**config.mk**
```make
export PLATFORM = sky130hd
export DESIGN_NAME = mem_arbiter_flat
export DESIGN_NICKNAME = d
export VERILOG_FILES = /design/src/rtl/mem_arbiter_if.sv /design/src/rtl/mem_arbiter.sv /design/src/flat_wrapper.sv
export SDC_FILE = /design/constraint.sdc
export NUM_CORES = 1
export LEC_CHECK = 0
export BUFFER_PORTS_ARGS = -buffer_cell sky130_fd_sc_hd__buf_2
export CAP_MARGIN = 10
export CORE_AREA = 5 5 109 111
export CTS_CLUSTER_DIAMETER = 30
export DETAILED_ROUTE_END_ITERATION = 8
export DIE_AREA = 0 0 114 116
export GPL_TIMING_DRIVEN = 1
export PLACE_DENSITY = 0.8
export SETUP_SLACK_MARGIN = 0.2
export SLEW_MARGIN = 20
export SYNTH_ARGS = -nofsm -noshare
export SYNTH_HDL_FRONTEND = slang
export SYNTH_SLANG_ARGS = --single-unit
```
**constraint.sdc**
```tcl
create_clock -name clk -period 5.05 [get_ports clk]
set_input_delay 1.2625 -clock clk [delete_from_list [all_inputs] [get_ports clk]]
set_output_delay 1.2625 -clock clk [all_outputs]
set_load 0.005 [all_outputs]
```
**src/rtl/mem_arbiter_if.sv**
```systemverilog
// Requester and memory-side bus of the round-robin memory arbiter.
// slave is the arbiter's view; master is the requester/memory environment's view.
`timescale 1ns/1ps
interface mem_arbiter_if #(
  parameter int NUM_REQ = 4,
  parameter int ADDR_W  = 8,
  parameter int DATA_W  = 32
);
  logic [NUM_REQ-1:0]             req_valid;
  logic [NUM_REQ-1:0]             req_we;
  logic [NUM_REQ-1:0][ADDR_W-1:0] req_addr;
  logic [NUM_REQ-1:0][DATA_W-1:0] req_wdata;
  logic [NUM_REQ-1:0]             req_ready;
  logic [NUM_REQ-1:0]             resp_valid;
  logic [DATA_W-1:0]              resp_rdata;
  logic                           mem_req_valid;
  logic                           mem_we;
  logic [ADDR_W-1:0]              mem_addr;
  logic [DATA_W-1:0]              mem_wdata;
  logic                           mem_req_ready;
  logic                           mem_resp_valid;
  logic [DATA_W-1:0]              mem_rdata;
  logic                           busy;

  modport slave (
    input  req_valid, req_we, req_addr, req_wdata,
    input  mem_req_ready, mem_resp_valid, mem_rdata,
    output req_ready, resp_valid, resp_rdata,
    output mem_req_valid, mem_we, mem_addr, mem_wdata, busy
  );

  modport master (
    output req_valid, req_we, req_addr, req_wdata,
    output mem_req_ready, mem_resp_valid, mem_rdata,
    input  req_ready, resp_valid, resp_rdata,
    input  mem_req_valid, mem_we, mem_addr, mem_wdata, busy
  );
endinterface

```
**src/rtl/mem_arbiter.sv**
```systemverilog
// Round-robin arbiter sharing one memory port among NUM_REQ requesters,
// one transaction in flight: grant, issue, wait for response, return to owner.
`timescale 1ns/1ps
module mem_arbiter #(
  parameter int NUM_REQ = 4,
  parameter int ADDR_W  = 8,
  parameter int DATA_W  = 32
) (
  input  logic          clk,
  input  logic          reset,
  mem_arbiter_if.slave  bus
);
  localparam int IDX_W = (NUM_REQ > 1) ? $clog2(NUM_REQ) : 1;
  localparam logic [IDX_W-1:0] PTR_RST = IDX_W'(NUM_REQ - 1);

  typedef enum logic [1:0] {IDLE, ISSUE, WAIT, RESPOND} state_t;

  state_t             state, state_nx;
  logic [IDX_W-1:0]   ptr, sel, win, cand;
  logic               found;
  logic               we_q;
  logic [ADDR_W-1:0]  addr_q;
  logic [DATA_W-1:0]  wdata_q;
  logic [DATA_W-1:0]  rdata_q;

  // Search starts just after the last grant, so that requester ranks lowest.
  always_comb begin
    found = 1'b0;
    win   = '0;
    cand  = '0;
    for (int k = 1; k <= NUM_REQ; k++) begin
      cand = IDX_W'((int'(ptr) + k) % NUM_REQ);
      if (!found && bus.req_valid[cand]) begin
        found = 1'b1;
        win   = cand;
      end
    end
  end

  always_comb begin
    state_nx = state;
    case (state)
      IDLE:    if (found)              state_nx = ISSUE;
      ISSUE:   if (bus.mem_req_ready)  state_nx = WAIT;
      WAIT:    if (bus.mem_resp_valid) state_nx = RESPOND;
      RESPOND:                         state_nx = IDLE;
      default:                         state_nx = IDLE;
    endcase
  end

  always_ff @(posedge clk or negedge reset) begin
    if (!reset) begin
      state   <= IDLE;
      ptr     <= PTR_RST;
      sel     <= '0;
      we_q    <= 1'b0;
      addr_q  <= '0;
      wdata_q <= '0;
      rdata_q <= '0;
    end else begin
      state <= state_nx;
      case (state)
        IDLE: if (found) begin
          sel     <= win;
          we_q    <= bus.req_we[win];
          addr_q  <= bus.req_addr[win];
          wdata_q <= bus.req_wdata[win];
        end
        WAIT:    if (bus.mem_resp_valid) rdata_q <= bus.mem_rdata;
        RESPOND: ptr <= sel;
        default: ;
      endcase
    end
  end

  assign bus.req_ready     = (state == IDLE && found) ? (NUM_REQ'(1) << win) : '0;
  assign bus.resp_valid    = (state == RESPOND) ? (NUM_REQ'(1) << sel) : '0;
  assign bus.resp_rdata    = rdata_q;
  assign bus.mem_req_valid = (state == ISSUE);
  assign bus.mem_we        = we_q;
  assign bus.mem_addr      = addr_q;
  assign bus.mem_wdata     = wdata_q;
  assign bus.busy          = (state != IDLE);
endmodule

```
**src/flat_wrapper.sv**
```systemverilog
// flat-port wrapper written by rule: the top's interface ports become plain ports
module mem_arbiter_flat 
#(
  parameter int NUM_REQ = 4,
  parameter int ADDR_W  = 8,
  parameter int DATA_W  = 32
)
  (clk, reset, bus_req_valid, bus_req_we, bus_req_addr, bus_req_wdata, bus_mem_req_ready, bus_mem_resp_valid, bus_mem_rdata, bus_req_ready, bus_resp_valid, bus_resp_rdata, bus_mem_req_valid, bus_mem_we, bus_mem_addr, bus_mem_wdata, bus_busy);
  mem_arbiter_if #(.NUM_REQ(NUM_REQ), .ADDR_W(ADDR_W), .DATA_W(DATA_W)) bus_i ();
  input  logic clk;
  input  logic reset;
  input wire logic [$bits(bus_i.req_valid)-1:0] bus_req_valid;
  input wire logic [$bits(bus_i.req_we)-1:0] bus_req_we;
  input wire logic [$bits(bus_i.req_addr)-1:0] bus_req_addr;
  input wire logic [$bits(bus_i.req_wdata)-1:0] bus_req_wdata;
  input wire logic [$bits(bus_i.mem_req_ready)-1:0] bus_mem_req_ready;
  input wire logic [$bits(bus_i.mem_resp_valid)-1:0] bus_mem_resp_valid;
  input wire logic [$bits(bus_i.mem_rdata)-1:0] bus_mem_rdata;
  output wire logic [$bits(bus_i.req_ready)-1:0] bus_req_ready;
  output wire logic [$bits(bus_i.resp_valid)-1:0] bus_resp_valid;
  output wire logic [$bits(bus_i.resp_rdata)-1:0] bus_resp_rdata;
  output wire logic [$bits(bus_i.mem_req_valid)-1:0] bus_mem_req_valid;
  output wire logic [$bits(bus_i.mem_we)-1:0] bus_mem_we;
  output wire logic [$bits(bus_i.mem_addr)-1:0] bus_mem_addr;
  output wire logic [$bits(bus_i.mem_wdata)-1:0] bus_mem_wdata;
  output wire logic [$bits(bus_i.busy)-1:0] bus_busy;
  assign bus_i.req_valid = bus_req_valid;
  assign bus_i.req_we = bus_req_we;
  assign bus_i.req_addr = bus_req_addr;
  assign bus_i.req_wdata = bus_req_wdata;
  assign bus_i.mem_req_ready = bus_mem_req_ready;
  assign bus_i.mem_resp_valid = bus_mem_resp_valid;
  assign bus_i.mem_rdata = bus_mem_rdata;
  assign bus_req_ready = bus_i.req_ready;
  assign bus_resp_valid = bus_i.resp_valid;
  assign bus_resp_rdata = bus_i.resp_rdata;
  assign bus_mem_req_valid = bus_i.mem_req_valid;
  assign bus_mem_we = bus_i.mem_we;
  assign bus_mem_addr = bus_i.mem_addr;
  assign bus_mem_wdata = bus_i.mem_wdata;
  assign bus_busy = bus_i.busy;
  mem_arbiter #(.NUM_REQ(NUM_REQ), .ADDR_W(ADDR_W), .DATA_W(DATA_W)) u_core (.clk(clk), .reset(reset), .bus(bus_i));
endmodule
```
; ---- Yosys cells after proc, flatten, opt, wreduce, memory -nomap -nowiden
; Index checks and enable logic that the tools add are counted.
[word_totals]
regBits = 79
latchBits = 0
mem_bits_rw = 0
mem_bits_ro = 0
inputBits = 204
out_inout_bits = 83
elab_cells = 64
mem_count = 0
[classes]
addsub = 4
n_mul = 0
div = 0
order_cmp = 5
n_eq_ne = 6
shifts = 2
n_mux = 28
n_bitwise = 0
reduce_logical = 12
[ops]
columns = operator, count
row1 = binary-select mux 32 bit (select 2 bit), 1
row2 = 2-to-1 mux 32 bit, 1
row3 = binary-select mux 8 bit (select 2 bit), 1
row4 = "< comparator 2 x 3 -> 1 bit, second input constant", 5
row5 = 2-to-1 mux 2 bit, 7
row6 = binary-select mux 1 bit (select 2 bit), 5
row7 = 2-to-1 mux 1 bit, 9
row8 = 2-to-1 mux 4 bit, 2
row9 = 2-to-1 mux 8 bit, 1
row10 = case mux 2 bit (4 select lines), 1
row11 = "left shift 1 x 2 -> 4 bit, first input constant", 2
row12 = "adder 2 x 1 -> 2 bit, second input constant", 2
row13 = "adder 2 bit, second input constant", 2
row14 = "equality test 2 bit, second input constant", 2
row15 = logical AND 1 bit, 4
row16 = "inequality test 2 bit, second input constant", 2
row17 = AND reduction 2 bit, 2
row18 = zero test 1 bit, 3
row19 = AND reduction 3 bit, 1
row20 = "equality test 2 x 1 -> 1 bit, second input constant", 1
row21 = zero test 2 bit, 1
row22 = "inequality test 2 x 1 -> 1 bit, second input constant", 1
row23 = nonzero test 2 bit, 1

; ---- Depth between registers and ports, before layout
[depth]
depth_word = 15
mapped_depth = 8
ltp_nobuf = 7

; ---- Least setup slack after synthesis
; OpenSTA, ideal clock, no wires.
[synth_path]
kind = input port to output port
start = input bus_req_valid[3]
end = output bus_req_ready[0]
arrival_ns = 2.238
required_time_ns = 3.788
path_slack_ns = 1.550
stages = 6
n_path_buf = 2
cell_sequence = mux2_1 a22oi_2 nand2_1 buf_6 buf_2 nor2_1
[synth_between]
elab_chain_cells = 14
word_cells_on_any_way = 25
cone_classes = shift (1) / mux (17) / reduce/logical (7)
[synth_rtl]
columns = item, line_no
row1 = from (decl), flat_wrapper.sv:12  ; input wire logic [$bits(bus_i.req_valid)-1:0] bus_req_valid;
row2 = binary-select mux 1 bit (select 2 bit), mem_arbiter.sv:33  ; if (!found && bus.req_valid[cand]) begin
row3 = 2-to-1 mux 1 bit (implied by the code), mem_arbiter.sv:33
row4 = 2-to-1 mux 1 bit, mem_arbiter.sv:33
row5 = zero test 1 bit, mem_arbiter.sv:33
row6 = logical AND 1 bit, mem_arbiter.sv:33
row7 = 2-to-1 mux 1 bit, mem_arbiter.sv:33
row8 = zero test 1 bit, mem_arbiter.sv:33
row9 = logical AND 1 bit, mem_arbiter.sv:33
row10 = 2-to-1 mux 1 bit, mem_arbiter.sv:33
row11 = zero test 1 bit, mem_arbiter.sv:33
row12 = logical AND 1 bit, mem_arbiter.sv:33
row13 = 2-to-1 mux 2 bit / 2-to-1 mux 1 bit (equally long branches), mem_arbiter.sv:33
row14 = left shift 1 x 2 -> 4 bit / logical AND 1 bit (equally long branches), mem_arbiter.sv:76  ; assign bus.req_ready = (state == IDLE && found) ? (NUM_REQ'(1) << win) : '0;
row15 = 2-to-1 mux 4 bit *, mem_arbiter.sv:76
row16 = to (decl), flat_wrapper.sv:19  ; output wire logic [$bits(bus_i.req_ready)-1:0] bus_req_ready;
; Every way passes the cells marked *; elsewhere a longest branch is shown, timed or not. The select of a mux whose other input is x is not followed.

; ---- Final worst setup path
[layout_path]
start = input bus_req_valid[3]
end = output bus_req_ready[3]
; The elaborated chain is that of the path after synthesis.

==> flow_summary.toml <==
[synthesis]
syn_nets = 660
synth_xor_area_frac = 0
yosysTopAreaCell = "dfrtp_1"
synthAdderAreaFrac = 0.0140
syn_inst = 451
synth_area_leaders = "dfrtp_1 43%, a211oi_1 12%, and3_1 12%"
synth_top_family_by_area = "simple AND/OR/NAND/NOR gates"
syn_area_per_cell_um2 = 9.90
synth-simple-area-share = 0.234
synth_mux_area_frac = 0.0832
synth-compound-area-share = 0.173
synth.distinct_cells = 38
synth_area_um2 = 4470
synth_top_cell_area_share = 0.431
synth_seq_cells = 79
ys_warn_count = 0
ys_seq_area_frac = 0.443

[cts]
cts_tree = "done"
clkTransAtPathRegs_ns = 0.08
cts-hold-fix-buffers = 0
ctsResizeCount = 0
post_cts_buffers = 0
cts_sinks = 79
cts_buffers = 9
clock_latency_ns = 0.34
cts_buffer_depth = 2
ctsHtreeMaxLevel = 3
cts_root_buffer = "clkbuf_8"

[status]
status = "completed"

[grt]
grt_pass1_wl_mm = 23.1
grt-ovfl-total = 0
grt_max_degree = 80
grt_pass1_vias = 4738
track_usage = 0.218
grt_antenna_before_repair = 0

[timing]
tns_ns = 0
min_period_ns = 4.42
fin_skew_ns = 0.00628
relSlewSlack = 0.244
fmax_mhz = 226
worstMarginPinSlew_ns = 1.13
drv_slew = 0
rsz0062_at_grt = "false"
timing.final.hold_violations = 0
min_period_over_period = 0.875
finalSetupViolations = 0

[worst_hold_path]
hp-start = "u_core.bus.resp_rdata[22]"
min_to = "u_core.bus.resp_rdata[22]"
holdPathStages = 1
worstHoldPathType = "register to register"

[critical_path]
crit_family = "simple AND/OR/NAND/NOR gates"
worstPathRequired_ns = 3.79
worstSetupPathType = "primary input to output port"
crit_slowest_cell = "nor4_2"
critPathMaxFanout = 24
start_kind = "primary input"
critical-path-max-stage-delay_ns = 0.71
reg2regPathDepth = 8
r2r_slack_ns = 2.02
cp.arrival_ns = 3.16
critPathMostFrequentCell = "buf_2"
r2r-end = "u_core.bus.mem_wdata[5]"
cp-end-kind = "output port"
cp_num_buf_inv = 2
worstPathCellList = "buf_2 -> nor4_2 -> nor2_4 -> nand4_2 -> nor2_1 -> buf_2"
rr_startpoint = "u_core.state[0]"

[detailed_routing]
drt-total-wl_mm = 15.4
drt-vias-per-instance = 5.40
vias = 4640
first_iter_violations = 164
detail_route.wl_per_cell_um = 18.0
drtAntennaViolNets = 0
drc = 0
first_pass_iters = 4

[floorplan]
die_x_um = 114
die_h_um = 116
dieArea_um2 = 13200
top_level_ports = 287
core_um2 = 10700
rows = 38
initial_core_util = 0.418

[pwr]
p_clk_frac = 0.166
switching_share = 0.392
powerDensity_nw_per_um2 = 550
ir_worst_vdd_v = 0.000251
power_leakage_nw = 3.11
seq_power_share = 0.337
power.internal_mw = 2.07
p_switching_mw = 1.34
pwr-share-comb = 0.497

[layout]
drive_gt1_frac = 0.516
post-route-cell-area_um2 = 6190
syn2layout_area_growth_pct = 38.7
post-route-util = 0.579
antennaDiodeCount = 0
nets = 923

[placement]
dp_hpwl_mm = 11.8
placed_area_um2 = 5940
io_buffer_count = 286
gp_congestion = 0.876

[job]
cap_violations = 0
[worst register-to-register path, cell delays in order, from the launching register on]
cell and delay, ns:
dfrtp_1 0.41, inv_1 0.12, ha_1 0.18, inv_1 0.14, nor2_4 0.52, nand4_2 0.63, buf_4 0.48, a211oi_1 0.35
nor3_2 0.08
[cell usage after synthesis]
cell	number
nor3_1	31
ha_1	5
a311o_1	1
a222oi_1	1
a21o_1	1
mux2_2	32
buf_2	24
nand2b_1	1
dfrtp_1	77
nand3_1	1
clkbuf_2	1
a21boi_0	1
buf_6	1
nor2_1	48
mux2_1	1
a211oi_2	10
dfstp_2	2
inv_1	7
buf_4	2
and3_1	83
nor3b_1	1
a211oi_1	72
a21oi_1	1
o21ai_1	1
nand4_2	1
o21ai_0	6
a22oi_2	1
o21a_1	1
clkbuf_1	12
nor4_2	1
nor2b_1	1
and2_1	1
and2b_1	1
o21bai_2	1
nand2_1	6
buf_1	3
nor2_2	1
nor3_2	10
[metal layers]
metal / wire length, um / GRT usage / up-vias
met5: 0 / 0 / -
met4: 241 / 0.0586 / 0
met3: 1280 / 0.0517 / 25
met2: 7890 / 0.408 / 222
met1: 6020 / 0.248 / 2199
li1: - / - / 2194
[sequential cells by signal (all words and copies together) (netlist names)]
| name | count |
|---|---|
| u_core.bus.mem_addr | 8 |
| u_core.bus.mem_wdata | 32 |
| u_core.bus.mem_we | 1 |
| u_core.bus.resp_rdata | 32 |
| u_core.ptr | 2 |
| u_core.sel | 2 |
| u_core.state | 2 |
[cell families after synthesis]
family          count (synthesis)
simple gates                  187
compound gates                 97
flops                          79
mux                            33
fa+ha+maj                       5
buf+inv                        50
[final cells by class]
| cell class | instances | area (um2) |
|---|---|---|
| repair buffers | 294 | 1500 |
| inverters | 7 | 26.3 |
| fillers | 949 | 4500 |
| clock inverters | 5 | 106 |
| clock buffers | 11 | 131 |
| well taps | 140 | 175 |
| flip-flops and latches | 79 | 1980 |
| multi-input cells | 323 | 2280 |
[power groups by stage]
stage	logic [mW]	clock network, mW	registers (mW)
after floorplan	1.02	0	1.16
after global placement	1.64	0	1.14
after detailed placement	1.70	0	1.16
after CTS	1.70	0.579	1.15
after global routing	1.87	0.607	1.18
final	1.70	0.565	1.15
[cells in the final DEF (no fill, tap or decap), drive strengths merged, types with 2 or more instances in the layout]
master,synthesis,final
nor2,49,50
and3,83,83
mux2,33,33
ha,5,5
bufinv,0,3
dfstp,2,2
dfrtp,77,77
a211oi,82,82
clkbuf,13,11
nor3,41,41
buf,30,294
o21ai,7,7
inv,7,7
nand2,6,6
[through the flow]
stage	worst slack (ns)	power, mW	instances	hold slack (ns)
after global placement	0.458	2.78	842	0.482
final	0.630	3.41	859	0.507
after detailed placement	0.330	2.86	842	0.490
after global routing	0.471	3.66	859	0.516
after CTS	0.321	3.43	858	0.508
after floorplan	1.55	2.19	451	0.504
[worst max-delay path by stage]
stage                                 from          endpoint  slack, ns  cells past startpoint
after CTS                 bus_req_valid[1]  bus_req_ready[3]       0.32                      6
final                     bus_req_valid[3]  bus_req_ready[3]       0.63                      6
after global routing      bus_req_valid[1]  bus_req_ready[3]       0.47                      6
after global placement    bus_req_valid[1]  bus_req_ready[3]       0.46                      6
after floorplan           bus_req_valid[3]  bus_req_ready[0]       1.55                      6
after detailed placement  bus_req_valid[1]  bus_req_ready[3]       0.33                      6
(Power assumes the default switching activity.)
